===== src/rtl/fir_pkg.sv =====
// Shared types for the moving-average FIR output path: sample width,
// sample type and the DAC writer state encoding.
package fir_pkg;
  localparam int DATA_W = 24;

  typedef logic signed [DATA_W-1:0] sample_t;

  typedef enum logic [1:0] {
    IDLE    = 2'd0,
    ISSUE   = 2'd1,
    HOLDOFF = 2'd2
  } writer_state_e;
endpackage


===== src/rtl/fir_sample_writer_if.sv =====
// Signal bundle between the FIR output side and the codec DAC writer.
// master = FIR/codec environment, slave = fir_sample_writer.
interface fir_sample_writer_if #(
  parameter int DATA_W = fir_pkg::DATA_W,
  parameter int DEPTH  = 4,
  parameter int CNT_W  = $clog2(DEPTH) + 1
);
  import fir_pkg::*;

  // write/write_ready: the writer issues write only after it has seen
  // write_ready high while idle; the codec takes writedata on the single
  // cycle write is high, and write_ready is not consulted during that cycle.
  logic              sample_valid;
  logic [DATA_W-1:0] sample_in;
  logic              write_ready;
  logic              write;
  logic [DATA_W-1:0] writedata;
  logic [CNT_W-1:0]  count;
  logic              overflow;
  writer_state_e     dbg_state;

  modport master (
    output sample_valid, sample_in, write_ready,
    input  write, writedata, count, overflow, dbg_state
  );

  modport slave (
    input  sample_valid, sample_in, write_ready,
    output write, writedata, count, overflow, dbg_state
  );
endinterface


===== src/rtl/sample_fifo.sv =====
// DEPTH-entry register FIFO. A push into a full FIFO is dropped unless a
// pop happens on the same edge; drop reports the lost sample.
module sample_fifo #(
  parameter int DATA_W = 24,
  parameter int DEPTH  = 4,
  parameter int CNT_W  = $clog2(DEPTH) + 1
) (
  input  logic              clk,
  input  logic              reset,
  input  logic              push,
  input  logic              pop,
  input  logic [DATA_W-1:0] din,
  output logic [DATA_W-1:0] dout,
  output logic [CNT_W-1:0]  count,
  output logic              drop
);
  localparam int PTR_W = $clog2(DEPTH);

  logic [DATA_W-1:0] mem_q [DEPTH];
  logic [PTR_W-1:0]  wr_ptr_q, wr_ptr_d;
  logic [PTR_W-1:0]  rd_ptr_q, rd_ptr_d;
  logic [CNT_W-1:0]  count_q, count_d;
  logic              do_push;

  always_comb begin
    do_push  = push && ((count_q != CNT_W'(DEPTH)) || pop);
    drop     = push && !do_push;
    wr_ptr_d = do_push ? wr_ptr_q + PTR_W'(1) : wr_ptr_q;
    rd_ptr_d = pop ? rd_ptr_q + PTR_W'(1) : rd_ptr_q;
    count_d  = count_q + CNT_W'(do_push) - CNT_W'(pop);
  end

  always_ff @(posedge clk) begin
    if (!reset) begin
      wr_ptr_q <= '0;
      rd_ptr_q <= '0;
      count_q  <= '0;
    end else begin
      wr_ptr_q <= wr_ptr_d;
      rd_ptr_q <= rd_ptr_d;
      count_q  <= count_d;
    end
  end

  // Storage needs no reset: count gates every read.
  always_ff @(posedge clk) begin
    if (do_push) mem_q[wr_ptr_q] <= din;
  end

  assign dout  = mem_q[rd_ptr_q];
  assign count = count_q;
endmodule


===== src/rtl/fir_sample_writer.sv =====
// Captures each settled FIR output one cycle after the shift strobe,
// buffers it and drains it to the codec DAC at most once per three cycles.
module fir_sample_writer #(
  parameter int DATA_W = fir_pkg::DATA_W,
  parameter int DEPTH  = 4,
  parameter int CNT_W  = $clog2(DEPTH) + 1
) (
  input  logic clk,
  input  logic reset,
  fir_sample_writer_if.slave bus
);
  import fir_pkg::*;

  logic              cap_q, cap_d;
  logic              overflow_q, overflow_d;
  logic [DATA_W-1:0] writedata_q, writedata_d;
  writer_state_e     state_q, state_d;
  logic              pop;
  logic              drop;
  logic              write;
  logic              start;
  logic [DATA_W-1:0] head;
  logic [CNT_W-1:0]  count;

  sample_fifo #(
    .DATA_W (DATA_W),
    .DEPTH  (DEPTH),
    .CNT_W  (CNT_W)
  ) u_fifo (
    .clk   (clk),
    .reset (reset),
    .push  (cap_q),
    .pop   (pop),
    .din   (bus.sample_in),
    .dout  (head),
    .count (count),
    .drop  (drop)
  );

  always_ff @(posedge clk) begin
    if (!reset) begin
      state_q     <= IDLE;
      cap_q       <= 1'b0;
      overflow_q  <= 1'b0;
      writedata_q <= '0;
    end else begin
      state_q     <= state_d;
      cap_q       <= cap_d;
      overflow_q  <= overflow_d;
      writedata_q <= writedata_d;
    end
  end

  always_comb begin
    start   = (state_q == IDLE) && (count != '0) && bus.write_ready;
    state_d = state_q;
    case (state_q)
      IDLE:    if (start) state_d = ISSUE;
      ISSUE:   state_d = HOLDOFF;
      HOLDOFF: state_d = IDLE;
      default: state_d = IDLE;
    endcase
  end

  // The FIR sum settles one cycle after its shift strobe, hence cap_q.
  always_comb begin
    write       = (state_q == ISSUE);
    pop         = (state_q == ISSUE);
    cap_d       = bus.sample_valid;
    overflow_d  = overflow_q | drop;
    writedata_d = start ? head : writedata_q;
  end

  assign bus.write     = write;
  assign bus.writedata = writedata_q;
  assign bus.count     = count;
  assign bus.overflow  = overflow_q;
  assign bus.dbg_state = state_q;
endmodule


===== src/flat_wrapper.sv =====
// flat-port wrapper written by rule: the top's interface ports become plain ports
module fir_sample_writer_flat import fir_pkg::*;
#(
  parameter int DATA_W = fir_pkg::DATA_W,
  parameter int DEPTH  = 4,
  parameter int CNT_W  = $clog2(DEPTH) + 1
)
  (clk, reset, bus_sample_valid, bus_sample_in, bus_write_ready, bus_write, bus_writedata, bus_count, bus_overflow, bus_dbg_state);
  fir_sample_writer_if #(.DATA_W(DATA_W), .DEPTH(DEPTH), .CNT_W(CNT_W)) bus_i ();
  input  logic clk;
  input  logic reset;
  input wire logic [$bits(bus_i.sample_valid)-1:0] bus_sample_valid;
  input wire logic [$bits(bus_i.sample_in)-1:0] bus_sample_in;
  input wire logic [$bits(bus_i.write_ready)-1:0] bus_write_ready;
  output wire logic [$bits(bus_i.write)-1:0] bus_write;
  output wire logic [$bits(bus_i.writedata)-1:0] bus_writedata;
  output wire logic [$bits(bus_i.count)-1:0] bus_count;
  output wire logic [$bits(bus_i.overflow)-1:0] bus_overflow;
  output wire logic [$bits(bus_i.dbg_state)-1:0] bus_dbg_state;
  assign bus_i.sample_valid = bus_sample_valid;
  assign bus_i.sample_in = bus_sample_in;
  assign bus_i.write_ready = bus_write_ready;
  assign bus_write = bus_i.write;
  assign bus_writedata = bus_i.writedata;
  assign bus_count = bus_i.count;
  assign bus_overflow = bus_i.overflow;
  assign bus_dbg_state = bus_i.dbg_state;
  fir_sample_writer #(.DATA_W(DATA_W), .DEPTH(DEPTH), .CNT_W(CNT_W)) u_core (.clk(clk), .reset(reset), .bus(bus_i));
endmodule

===== config.mk =====
export PLATFORM = sky130hd
export DESIGN_NAME = fir_sample_writer_flat
export DESIGN_NICKNAME = d
export VERILOG_FILES = /design/src/rtl/fir_pkg.sv /design/src/rtl/fir_sample_writer_if.sv /design/src/rtl/sample_fifo.sv /design/src/rtl/fir_sample_writer.sv /design/src/flat_wrapper.sv
export SDC_FILE = /design/constraint.sdc
export NUM_CORES = 1
export LEC_CHECK = 0
export ABC_CLOCK_PERIOD_IN_PS = 3100
export BUFFER_PORTS_ARGS = -buffer_cell sky130_fd_sc_hd__buf_2
export CAP_MARGIN = 20
export CORE_MARGIN = 2
export CORE_UTILIZATION = 41
export DETAILED_ROUTE_END_ITERATION = 10
export PLACE_DENSITY = 0.64
export SETUP_SLACK_MARGIN = 0.15
export SLEW_MARGIN = 20
export SYNTH_ARGS = -nofsm -noshare
export SYNTH_HDL_FRONTEND = slang
export SYNTH_SLANG_ARGS = --single-unit
export TNS_END_PERCENT = 5

===== constraint.sdc =====
create_clock -name clk -period 3.1 [get_ports clk]
set_input_delay 0.31 -clock clk [delete_from_list [all_inputs] [get_ports clk]]
set_output_delay 0.31 -clock clk [all_outputs]
set_load 0.02 [all_outputs]

# Word level (Yosys, flattened, before mapping)
# Memories as Yosys holds them, arrays and structs flattened. A register that Yosys moved wholly into a read port is not among the register bits.
# Cells that the tools add are included.
[word_totals]
ram_bits = 96
inputBits = 28
n_memories = 1
out_inout_bits = 31
reg_bits = 11
[classes]
n_eq_ne = 3
n_reduce_logical = 9
n_mux = 4
bitwise_logic = 1
addsub = 4
[mem_list]
columns = ["memory", "words", "word_bits", "rd", "rd_ports_with_merged_regs", "write_ports", "line_no", "rtl"]
rows = [
  ["u_core.u_fifo.mem_q", 4, 24, 1, 1, 1, "sample_fifo.sv:19", "logic [DATA_W-1:0] mem_q [DEPTH];"],
]
[ops]
columns = ["op", "count"]
rows = [
  ["2-bit by 1-bit adder with 2-bit output (second input constant)", 2],
  ["1-bit logical AND", 4],
  ["2-bit case mux with 2 select lines", 1],
  ["3-bit by 1-bit adder with 3-bit output", 1],
  ["3-bit inequality test (second input constant)", 1],
  ["3-bit nonzero test", 1],
  ["3-bit by 1-bit subtractor with 3-bit output", 1],
  ["2-bit by 1-bit equality test with 1-bit output (second input constant)", 1],
  ["1-bit logical NOT", 2],
  ["2-bit logical NOT", 1],
  ["1-bit two-way mux", 2],
  ["2-bit two-way mux", 1],
  ["2-bit by 1-bit inequality test with 1-bit output (second input constant)", 1],
  ["1-bit logical OR", 1],
  ["1-bit bitwise OR", 1],
]

# Logic depth before layout (Yosys ltp)
# Gate-level depths: netlist (run 1).
[depth]
depth_word = 6
ltp_mapped = 10
depth_no_buf = 10

# Modules after synthesis
# A second synthesis (run 1) with hierarchy kept.
[unflattened]
hier_cells = 289
area_unflattened_um2 = 5084.9
[by_module_without_submodules]
columns = ["module", "cells_per_inst", "instances", "seq_area_each_um2", "area_per_inst_um2"]
rows = [
  ["sample_fifo", 173, 1, 3062.9, 3970.1],
  ["fir_sample_writer", 116, 1, 560.5, 1114.8],
]

# Worst setup path after synthesis (run 1)
# Ideal clock, no wire load.
[synth_timing]
path_kind = "reg2reg"
start = "register u_core.state_q[0] (netlist: u_core.bus.dbg_state[0])"
end = "register u_core.u_fifo.count_q[2] (netlist: u_core.u_fifo.count[2])"
period_less_slack_ps = 2372
setup_ps = 115
path_buffers = 0
required_ps = 2985
setup_slack_ps = 728
stages_incl_launch_ff = 11
t_arrival_ps = 2257
path_cell_list = "dfxtp_1 > nand2b_1 > a31oi_2 > inv_1 > ha_1 > inv_1 > ha_1 > fa_1 > xnor2_1 > xnor2_1 > and2_1"
[synth_between]
elab_chain_cells = 5
[synth_rtl]
columns = ["element", "line_no", "rtl"]
rows = [
  ["from (decl)", "fir_sample_writer.sv:17", "writer_state_e state_q, state_d;"],
  ["from (signal assigned)", "fir_sample_writer.sv:47", "state_q <= state_d;"],
  ["2-bit by 1-bit equality test with 1-bit output *", "fir_sample_writer.sv:68", "pop = (state_q == ISSUE);"],
  ["1-bit logical OR", "sample_fifo.sv:26", "do_push = push && ((count_q != CNT_W'(DEPTH)) || pop);"],
  ["1-bit logical AND", "sample_fifo.sv:26", ""],
  ["3-bit by 1-bit adder with 3-bit output", "sample_fifo.sv:30", "count_d = count_q + CNT_W'(do_push) - CNT_W'(pop);"],
  ["3-bit by 1-bit subtractor with 3-bit output *", "sample_fifo.sv:30", ""],
  ["to (signal assigned)", "sample_fifo.sv:41", "count_q <= count_d;"],
  ["to (decl)", "sample_fifo.sv:22", "logic [CNT_W-1:0] count_q, count_d;"],
]
# Mark *: on every way between the ends. The rest lies on a longest branch, timed or not.
# A chain may end at the register's enable or synchronous reset.

# Final worst setup path (run 1)
[layout_timing]
start = "register u_core.state_q[1] (netlist: u_core.bus.dbg_state[1])"
end = "register u_core.u_fifo.count_q[2] (netlist: u_core.u_fifo.count[2])"
# The elaborated chain is that of the path after synthesis.

==> run metrics, run 1 <==
Int Power=around 3.6 mW; slew margin rel.=0.615; R2R setup slack=0.66 ns; number of setup buffers added after CTS=0; critical path capture point type=flop; final non-filler cell total=~500; number of buffers created by CTS=17; Slew Viols, Final=0; top cells by area, synth=edfxtp_1, dfxtp_1, mux4_2; Total Routing Usage GR=0.154; min-delay worst type=in2reg; Inst Count DP=460; # rows=39; Clock Tree Buf Depth=2; Mapped Area=4890 um^2; Die Wd=between 100 and 150 um; synth unique cells=25; Final Routed Wirelength=roughly 9000 um; Logic pwr share=0.143; Area after DPL=approximately 5300 um^2; WL met1=4090 um; failing checks=design-rule violations; GP Congestion=~0.7; WP data required=roughly 3.4 ns; first-pass GRT wire length=between 10000 and 15000 um; CP Class=reg2reg; Mapped Avg Cell Area=~18 um^2; Clock power frac=0.416; core area=between 10000 and 15000 um^2; Post-Layout Inst Area=5930 um^2; Critical Path Source Type=flop; largest net degree at the start of global routing=37; status=finished with violations; Buf/Inv on CP=2; worst path cell trace=nand2b_1 -> a31oi_2 -> inv_1 -> ha_1 -> inv_1 -> ha_1 -> fa_1 -> xnor2_1 -> xnor2_1 -> and2_1; DR iter-0 viols=179; routed via count=~2500; n_diodes=0; Final nets=about 370; Post-Syn Nets=300; Met2 Wirelength=4350 um; cts hold-fix bufs=0; CTS Sinks=~130; Post-synth EDFFs=96; Maximum Capacitance Violations=0; PortBufs=58; multi-input logic area=roughly 1200 um^2; period utilization=0.786; TritonCTS clock tree=done; DRT Pass-1 Iters=7; clk_skew=just over 0.01 ns; final hold vios=0; Die Y=between 100 and 150 um; GR Overflow Total=0; min cycle time layout=roughly 2.4 ns; worst-path fanout max=7; CP delay by family, top=adder cells; fillers=940; post-DP HPWL=slightly above 5000 um; sequential area share after synthesis=0.732; DRC Markers=5; CTS clk-pin slew, worst paths=~0.06 ns; starting density of the core=0.425; crit-path max cell delay=roughly 0.38 ns; RSZ-0062 raised after global routing=false; routed wl met3=between 500 and 600 um; worst slew pin tran=0.577 ns; worst vdd ir=~0.6 mV; clock root buffer=clkbuf_16; die area=~13000 um^2; fraction of layout cells with a size suffix above 1=0.338; CP max-delay cell=a31oi_2; Leak=between 2 and 2.5 nW; vias in the first global route=between 2000 and 3000; commonest cells in the netlist=edfxtp_1, dfxtp_1, nand2_1; top-count cell post-synth=edfxtp_1; Synth Flop Type=edfxtp_1; pwr/cell area=roughly 800 nW/um^2; NetSw=roughly 1.2 mW; register share of total power=0.441; crit path DAT=2.73 ns; wire length per cell=~19 um; Yosys top cell by area=edfxtp_1; Register Area=~3600 um^2; post-CTS resize count=0; DR top layer=met4; switch share=0.251; CTS H-Tree Depth=4; Post-synth ARST share=0; area grow syn2layout=21.2%; FMAX=about 400 MHz; final setup violation count=0; #FFs+latches synth=131; Synth top area share=0.589; num ports=between 50 and 60; worst skew pair latency=0.41 ns; setup TNS=0 ns; post-synthesis cell count=between 200 and 300; average via count per standard cell=5.13; Synth warnings=0; post-route ant nets=0; initial antenna violation count=0
## per-layer routing
metal	GRT usage	up-vias
li1	-	1170
met3	0.0541	12
met1	0.192	1270
met2	0.247	71
met5	0	-
met4	0.0585	0
## state kept, by name (all words and copies together), names as in the netlist
signal,cells
u_core.u_fifo.count,3
u_core.u_fifo.mem_q,96
u_core.bus.overflow,1
u_core.bus.dbg_state,2
u_core.u_fifo.rd_ptr_q,2
u_core.u_fifo.wr_ptr_q,2
u_core.bus.writedata,24
u_core.cap_q,1
## path summary, 6_finish.rpt
kind                                               start                    endpoint  cells after the start
worst min-delay path                   bus_sample_in[14]  u_core.u_fifo.mem_q[2][14]                      1
worst min register to register  u_core.bus.writedata[23]    u_core.bus.writedata[23]                      2
worst max-delay path             u_core.bus.dbg_state[1]      u_core.u_fifo.count[2]                     10
worst max register to register   u_core.bus.dbg_state[1]      u_core.u_fifo.count[2]                     10
## placed cells by master (no fill, tap or decap)
master and n:
fa_1 1, clkinv_2 2, dfxtp_1 34, mux4_2 18
and3b_1 1, bufinv_16 3, ha_1 6, clkbuf_1 2
o2bb2ai_1 24, nor2_1 2, dfxtp_2 1, nor2b_1 1
and4b_1 1, nor3_1 1, a31oi_2 1, buf_2 58
buf_4 10, inv_1 8, and2_1 11, nand2b_1 1
clkinv_4 3, clkbuf_16 17, clkinvlp_4 3, xnor2_1 4
inv_6 1, edfxtp_1 96, clkbuf_8 1, mux2i_1 2
mux4_1 6, a41oi_1 1, nand3b_1 1, nand2_1 28
## metrics by stage
stage | total power [mW] | hold slack, ns | util | setup slack, ns
5_1_grt | 5.02 | 0.101 | 0.515 | 0.461
3_5_place_dp | 2.87 | 0.451 | 0.463 | 0.666
4_1_cts | 4.88 | 0.0928 | 0.515 | 0.646
6_report | 4.82 | 0.109 | 0.515 | 0.662
3_3_place_gp | 2.85 | 0.444 | 0.463 | 0.749
2_1_floorplan | 2.64 | 0.409 | - | 0.728
## layout make-up
| type | count | share of cell area |
|---|---|---|
| clock inverter | 12 | 0.0266 |
| clock buffer | 20 | 0.0753 |
| multi-input combinational | 110 | 0.197 |
| timing repair buffer | 68 | 0.0616 |
| inverter | 8 | 0.00506 |
| tap | 143 | 0.0302 |
| sequential | 131 | 0.604 |
## power by group through the flow
stage               logic, mW  registers, mW  clock network, mW
global route            0.750           2.15               2.12
global placement        0.689           2.16                  0
CTS                     0.702           2.13               2.05
detailed placement      0.701           2.17                  0
finish                  0.690           2.13               2.01
floorplan               0.413           2.23                  0
## kinds of logic after synthesis
group,after synthesis,share of synthesized area
AO/OA/AOI/OAI,26,0.0473
flip-flops,131,0.732
AND/OR/NAND/NOR,47,0.0460
XOR/XNOR,4,0.00716
adder cells (fa/ha/maj),7,0.0194
buffers and inverters,24,0.0289
multiplexers,26,0.119
(Power assumes the default switching activity.)
==> inputs of run 2 (changes only) <==
--- a/config.mk
+++ b/config.mk
@@ -5,7 +5,7 @@
 export SDC_FILE = /design/constraint.sdc
 export NUM_CORES = 1
 export LEC_CHECK = 0
-export ABC_CLOCK_PERIOD_IN_PS = 3100
+export ABC_CLOCK_PERIOD_IN_PS = 2600
 export BUFFER_PORTS_ARGS = -buffer_cell sky130_fd_sc_hd__buf_2
 export CAP_MARGIN = 20
 export CORE_MARGIN = 2
==> constraint.sdc (replaced) <==
create_clock -name clk -period 2.6 [get_ports clk]
set_input_delay 0.26 -clock clk [delete_from_list [all_inputs] [get_ports clk]]
set_output_delay 0.26 -clock clk [all_outputs]
set_load 0.02 [all_outputs]
==> run 2 against run 1 <==
  * Fmax up 8.6%
  * Global-route usage is 0.14 points higher
  * Total power rose by 16%
  * The run still ends with design-rule violations left
  * Hold slack got worse by 0.055 ns
  * Critical path depth stayed put
  * Sequential cell count is the same
  * Die area unchanged
  * Critical endpoint unchanged
  * Largest cell class unchanged
==> run metrics, run 2 (synthesis gave the netlist of run 1 again) <==
commonest non-fill, non-tap cell in the layout=edfxtp_1; initial antenna violation count=0; crit-path max cell delay=~0.38 ns; Hold Slack=around 0.054 ns; clock root buffer=clkbuf_16; Top reg by flops=u_core.u_fifo.mem_q; CTS Sinks=between 100 and 150; worst path cell trace=nand2b_1 -> a31oi_2 -> inv_1 -> ha_1 -> inv_1 -> ha_1 -> fa_1 -> xnor2_1 -> xnor2_1 -> and2_1; worst setup margin=roughly 0.36 ns; Setup WS pre-CTS=0.380 ns; Global Route met1 Usage=0.197; PortBufs=a little under 60; first-pass GRT wire length=14400 um; critical path capture point type=flop; post-route ant nets=0; # rows=39; NetSw=1.41 mW; CP max-delay cell=fa_1; Clock Tree Buf Depth=2; CP Class=reg2reg; FMAX=445 MHz; Leak=roughly 2.1 nW; post-CTS resize count=0; Largest register FFs=96; pwr/cell area=947 nW/um^2; cts hold-fix bufs=0; wire length per cell=around 18 um; core area=approximately 12000 um^2; Int Power=around 4.2 mW; Power Total=between 5 and 6 mW; period utilization=0.863; num ports=between 50 and 60; TritonCTS clock tree=done; crit path DAT=approximately 2.6 ns; slew margin rel.=0.273; vias in the first global route=roughly 2600; setup TNS=0 ns; Critical Path Source Type=flop; GR Overflow Total=0; number of buffers created by CTS=17; Die Y=roughly 110 um; worst slew pin tran=approximately 1.1 ns; status=finished with violations; fraction of layout cells with a size suffix above 1=0.334; routed via count=roughly 2500; average via count per standard cell=5.09; Slew Viols, Final=0; Die Wd=around 110 um; worst vdd ir=0.828 mV; failing checks=design-rule violations; worst skew pair latency=about 0.41 ns; min cycle time layout=roughly 2.2 ns; CTS clk-pin slew, worst paths=about 0.050 ns; Clock power frac=0.402; CTS H-Tree Depth=4; starting density of the core=0.425; die area=approximately 13000 um^2; final setup violation count=0; WP data required=roughly 2.9 ns; worst-path fanout max=4; area grow syn2layout=20.9%; largest net degree at the start of global routing=37; DRT Pass-1 Iters=7; Maximum Capacitance Violations=0; register share of total power=0.451; DR iter-0 viols=approximately 150; n_diodes=0; RSZ-0062 raised after global routing=false; Final Routed Wirelength=around 9000 um; clk_skew=between 0.005 and 0.006 ns; M3 GR Usage=0.0584; final hold vios=0; Final nets=372; min-delay worst type=in2reg; post-DP HPWL=about 5500 um; met2 GRT Util=0.237; commonest non-fill, non-tap cells in the layout=edfxtp_1, buf_2, dfxtp_1; number of setup buffers added after CTS=0; DRC Markers=5; Logic pwr share=0.147; Finished Core Util=0.514; Most Crowded Layer GR=met2; GP Congestion=around 0.74; Total Routing Usage GR=0.155; switch share=0.251
run 2: cell types whose count changed in the layout (fill, tap and decap cells not counted), sizes merged:
cell / change
buf: +1
bufinv: -1
clkbuf: +3
clkinvlp: -1
inv: -1
run 2: final cells by class:
class	count	area, um^2
repair buffers	69	385
clock buffers	23	458
flip-flops and latches	131	3580
well taps	143	179
clock inverters	9	108
inverters	8	30.0
multi-input cells	110	1170
fillers	965	5600
run 2: final timing paths:
path	from	end	slack [ns]	cells after the start
worst max-delay path	u_core.bus.dbg_state[1]	u_core.u_fifo.count[2]	0.36	10
worst min-delay path	bus_sample_in[20]	u_core.u_fifo.mem_q[1][20]	0.05	1
worst max register to register	u_core.bus.dbg_state[1]	u_core.u_fifo.count[2]	0.36	10
worst min register to register	u_core.bus.writedata[10]	u_core.bus.writedata[10]	0.46	2
run 2: layer usage:
layer | up-vias | part of all wire
met3 | 16 | 0.063
met2 | 69 | 0.48
li1 | 1182 | -
met5 | - | 0
met1 | 1243 | 0.44
met4 | 0 | 0.017
run 2: through the flow:
| step | std cells | instance area, um^2 |
|---|---|---|
| global placement | 461 | 5350 |
| detailed placement | 461 | 5350 |
| finish | 493 | 5920 |
| CTS | 493 | 5910 |
| global route | 493 | 5920 |
| floorplan | 265 | 4890 |
run 2: power by group through the flow:
stage	sequential, mW	clock (mW)	combinational (mW)
after floorplan	2.66	0	0.492
after global placement	2.56	0	0.817
after detailed placement	2.57	0	0.836
after CTS	2.53	2.30	0.838
after global routing	2.55	2.39	0.902
final	2.53	2.25	0.824
run 2: worst max-delay path, delay by kind of cell, from the launching register on:
family,cells,cell delay (ns)
compound gates,1,0.23
xor+xnor,2,0.28
fa+ha+maj,3,0.83
buf+inv,2,0.11
flops,1,0.32
simple gates,2,0.38
==> inputs of run 3 (changes only) <==
--- a/config.mk
+++ b/config.mk
@@ -11,10 +11,11 @@
 export CORE_MARGIN = 2
 export CORE_UTILIZATION = 41
 export DETAILED_ROUTE_END_ITERATION = 10
-export PLACE_DENSITY = 0.64
+export PLACE_DENSITY = 0.63
 export SETUP_SLACK_MARGIN = 0.15
 export SLEW_MARGIN = 20
 export SYNTH_ARGS = -nofsm -noshare
 export SYNTH_HDL_FRONTEND = slang
+export SYNTH_HIERARCHICAL = 1
 export SYNTH_SLANG_ARGS = --single-unit
 export TNS_END_PERCENT = 5
==> run 3 against run 2 <==
  * The flow now finishes without violations
  * Setup slack lost 0.11 ns
  * Non-clock buffer count grew 4
  * Fmax shrank 4.7%
  * Total power grew 2.8%
  * Global-route usage shrank 0.98 points
  * Final cell count grew 11%
  * Critical path depth grew 2
  * Synthesized cell count grew 9.1%
  * Combinational power grew 15%
  * Hold slack gained 0.013 ns
  * Register-to-register slack lost 0.11 ns
  * Clock skew grew 0.00089 ns
==> run metrics, run 3 <==
area grow syn2layout=21.7%; die area=approximately 13000 um^2; CP Class=reg2reg; GR Overflow Total=0; critical path capture point type=flop; Setup WS pre-CTS=approximately 0.17 ns; post-synthesis cell count=between 200 and 300; clk_skew=0.00662 ns; Maximum Capacitance Violations=0; average via count per standard cell=between 4 and 5; routed via count=2599; clock root buffer=clkbuf_16; post-route ant nets=0; RSZ-0062 raised after global routing=true; core area=12100 um^2; synth unique cells=21; Die Wd=between 100 and 150 um; initial antenna violation count=0; Synth top area share=0.567; slew margin rel.=0.669; Post-synth ARST share=0; R2R setup slack=~0.24 ns; Slew Viols, Final=0; commonest non-fill, non-tap cell in the layout=edfxtp_1; Mapped Avg Cell Area=approximately 18 um^2; DRC Markers=0; DRT Pass-1 Iters=4; crit path DAT=roughly 2.7 ns; CTS H-Tree Depth=4; worst vdd ir=about 0.39 mV; number of buffers created by CTS=17; worst setup margin=about 0.24 ns; pwr/cell area=931 nW/um^2; sequential area share after synthesis=0.713; Leak=around 2.3 nW; worst skew pair latency=about 0.4 ns; top cells by area, synth=edfxtp_1, dfxtp_1, mux4_2; CTS clk-pin slew, worst paths=~0.060 ns; Yosys top cell by area=edfxtp_1; top-count cell post-synth=edfxtp_1; Top reg by flops=u_core/u_fifo/mem_q; cts hold-fix bufs=0; FMAX=approximately 420 MHz; Final nets=between 300 and 400; min-delay worst type=in2reg; Area after DPL=around 5600 um^2; Post-Syn Nets=324; wire length per cell=~16 um; TritonCTS clock tree=done; min cycle time layout=2.36 ns; n_diodes=0; first-pass GRT wire length=approximately 14000 um; Largest register FFs=96; post-DP HPWL=roughly 5500 um; DR iter-0 viols=about 120; final hold vios=0; Synth warnings=6; Post-synth EDFFs=between 90 and 100; GP Congestion=around 0.7; setup TNS=0 ns; WP data required=2.89 ns; worst slew pin tran=0.496 ns; num ports=approximately 60; commonest cells in the netlist=edfxtp_1, nand2_1, dfxtp_1; largest net degree at the start of global routing=29; # rows=40; fraction of layout cells with a size suffix above 1=0.358; commonest non-fill, non-tap cells in the layout=edfxtp_1, buf_2, nand2_1; PortBufs=between 50 and 60; Total Routing Usage GR=0.145; Mapped Area=between 5000 and 6000 um^2; #FFs+latches synth=~130; worst-path fanout max=3; starting density of the core=0.422; final setup violation count=0; CTS Sinks=133; Clock Tree Buf Depth=2; Die Y=115 um; fillers=slightly above 1000; status=complete, no violations; vias in the first global route=2667; Critical Path Source Type=flop; Synth Flop Type=edfxtp_1; Final Routed Wirelength=8790 um; period utilization=0.906; Post-Layout Inst Area=a little over 6000 um^2
[run 3: cell types whose count changed after synthesis, moves of 2 or more]
cell / change
mux2i_1: +24
mux4_1: -2
nand2_1: +25
buf_2: -5
dfxtp_1: +2
buf_12: +2
clkbuf_1: +3
inv_1: -3
o2bb2ai_1: -24
and2_1: +2
nor4b_2: +2
mux4_2: +2
nor2_1: -2
[run 3: cells by family after synthesis]
family,synth area share
fa+ha+maj,0.0187
mux,0.160
compound gates,0.00148
simple gates,0.0669
flops,0.713
buf+inv,0.0330
xor+xnor,0.00689
[run 3: final timing paths]
check,cells after the start,end,from
hold / removal,1,u_core/u_fifo/mem_q[0][13],bus_sample_in[13]
hold reg to reg,2,u_core/bus.writedata[9],u_core/bus.writedata[9]
setup reg to reg,12,u_core/u_fifo/count[2],u_core/bus.dbg_state[1]
setup / recovery,12,u_core/u_fifo/count[2],u_core/bus.dbg_state[1]
[run 3: layout make-up]
cell class,count,area (um^2),share of cell area
clock buffer,18,439,0.0710
clock inverter,14,134,0.0216
inverter,5,18.8,0.00303
multi-input combinational,134,1330,0.214
sequential,133,3630,0.587
tap,168,210,0.0340
timing repair buffer,73,428,0.0692
[run 3: where the power goes]
part	leakage, nW	internal, mW	switching, mW
combinational	0.804	0.429	0.519
sequential	1.17	2.46	0.0923
clock	0.277	1.42	0.839
[run 3: metal layers]
layer	GRT usage	vias to the layer above	wire length [um]
met1	0.181	1307	3880
met4	0.0699	0	113
met3	0.0448	7	341
met2	0.231	58	4460
met5	0	-	0
li1	-	1227	-
[run 3: timing repair]
item	CTS	global route
endpoints found under the setup margin	0	1
endpoints found under the hold margin	0	0
resized for setup	0	4
setup buffers	0	2
[run 3: metrics by stage]
step / power, mW / instances / hold slack, ns / util
floorplan: 3.32 / 289 / 0.359 / -
global placement: 3.50 / 511 / 0.440 / 0.462
detailed placement: 3.53 / 511 / 0.444 / 0.462
CTS: 5.81 / 543 / 0.0477 / 0.510
global route: 6.00 / 545 / 0.0523 / 0.513
finish: 5.76 / 545 / 0.0671 / 0.513
[run 3: critical path, cell delays in order (launching register included)]
cell	delay [ns]
dfxtp_4	0.36
and2b_4	0.20
nor4b_4	0.32
nor2b_2	0.08
inv_1	0.06
ha_1	0.21
inv_1	0.05
ha_1	0.13
inv_1	0.05
fa_2	0.35
xnor2_2	0.14
xnor2_1	0.13
and2_1	0.17
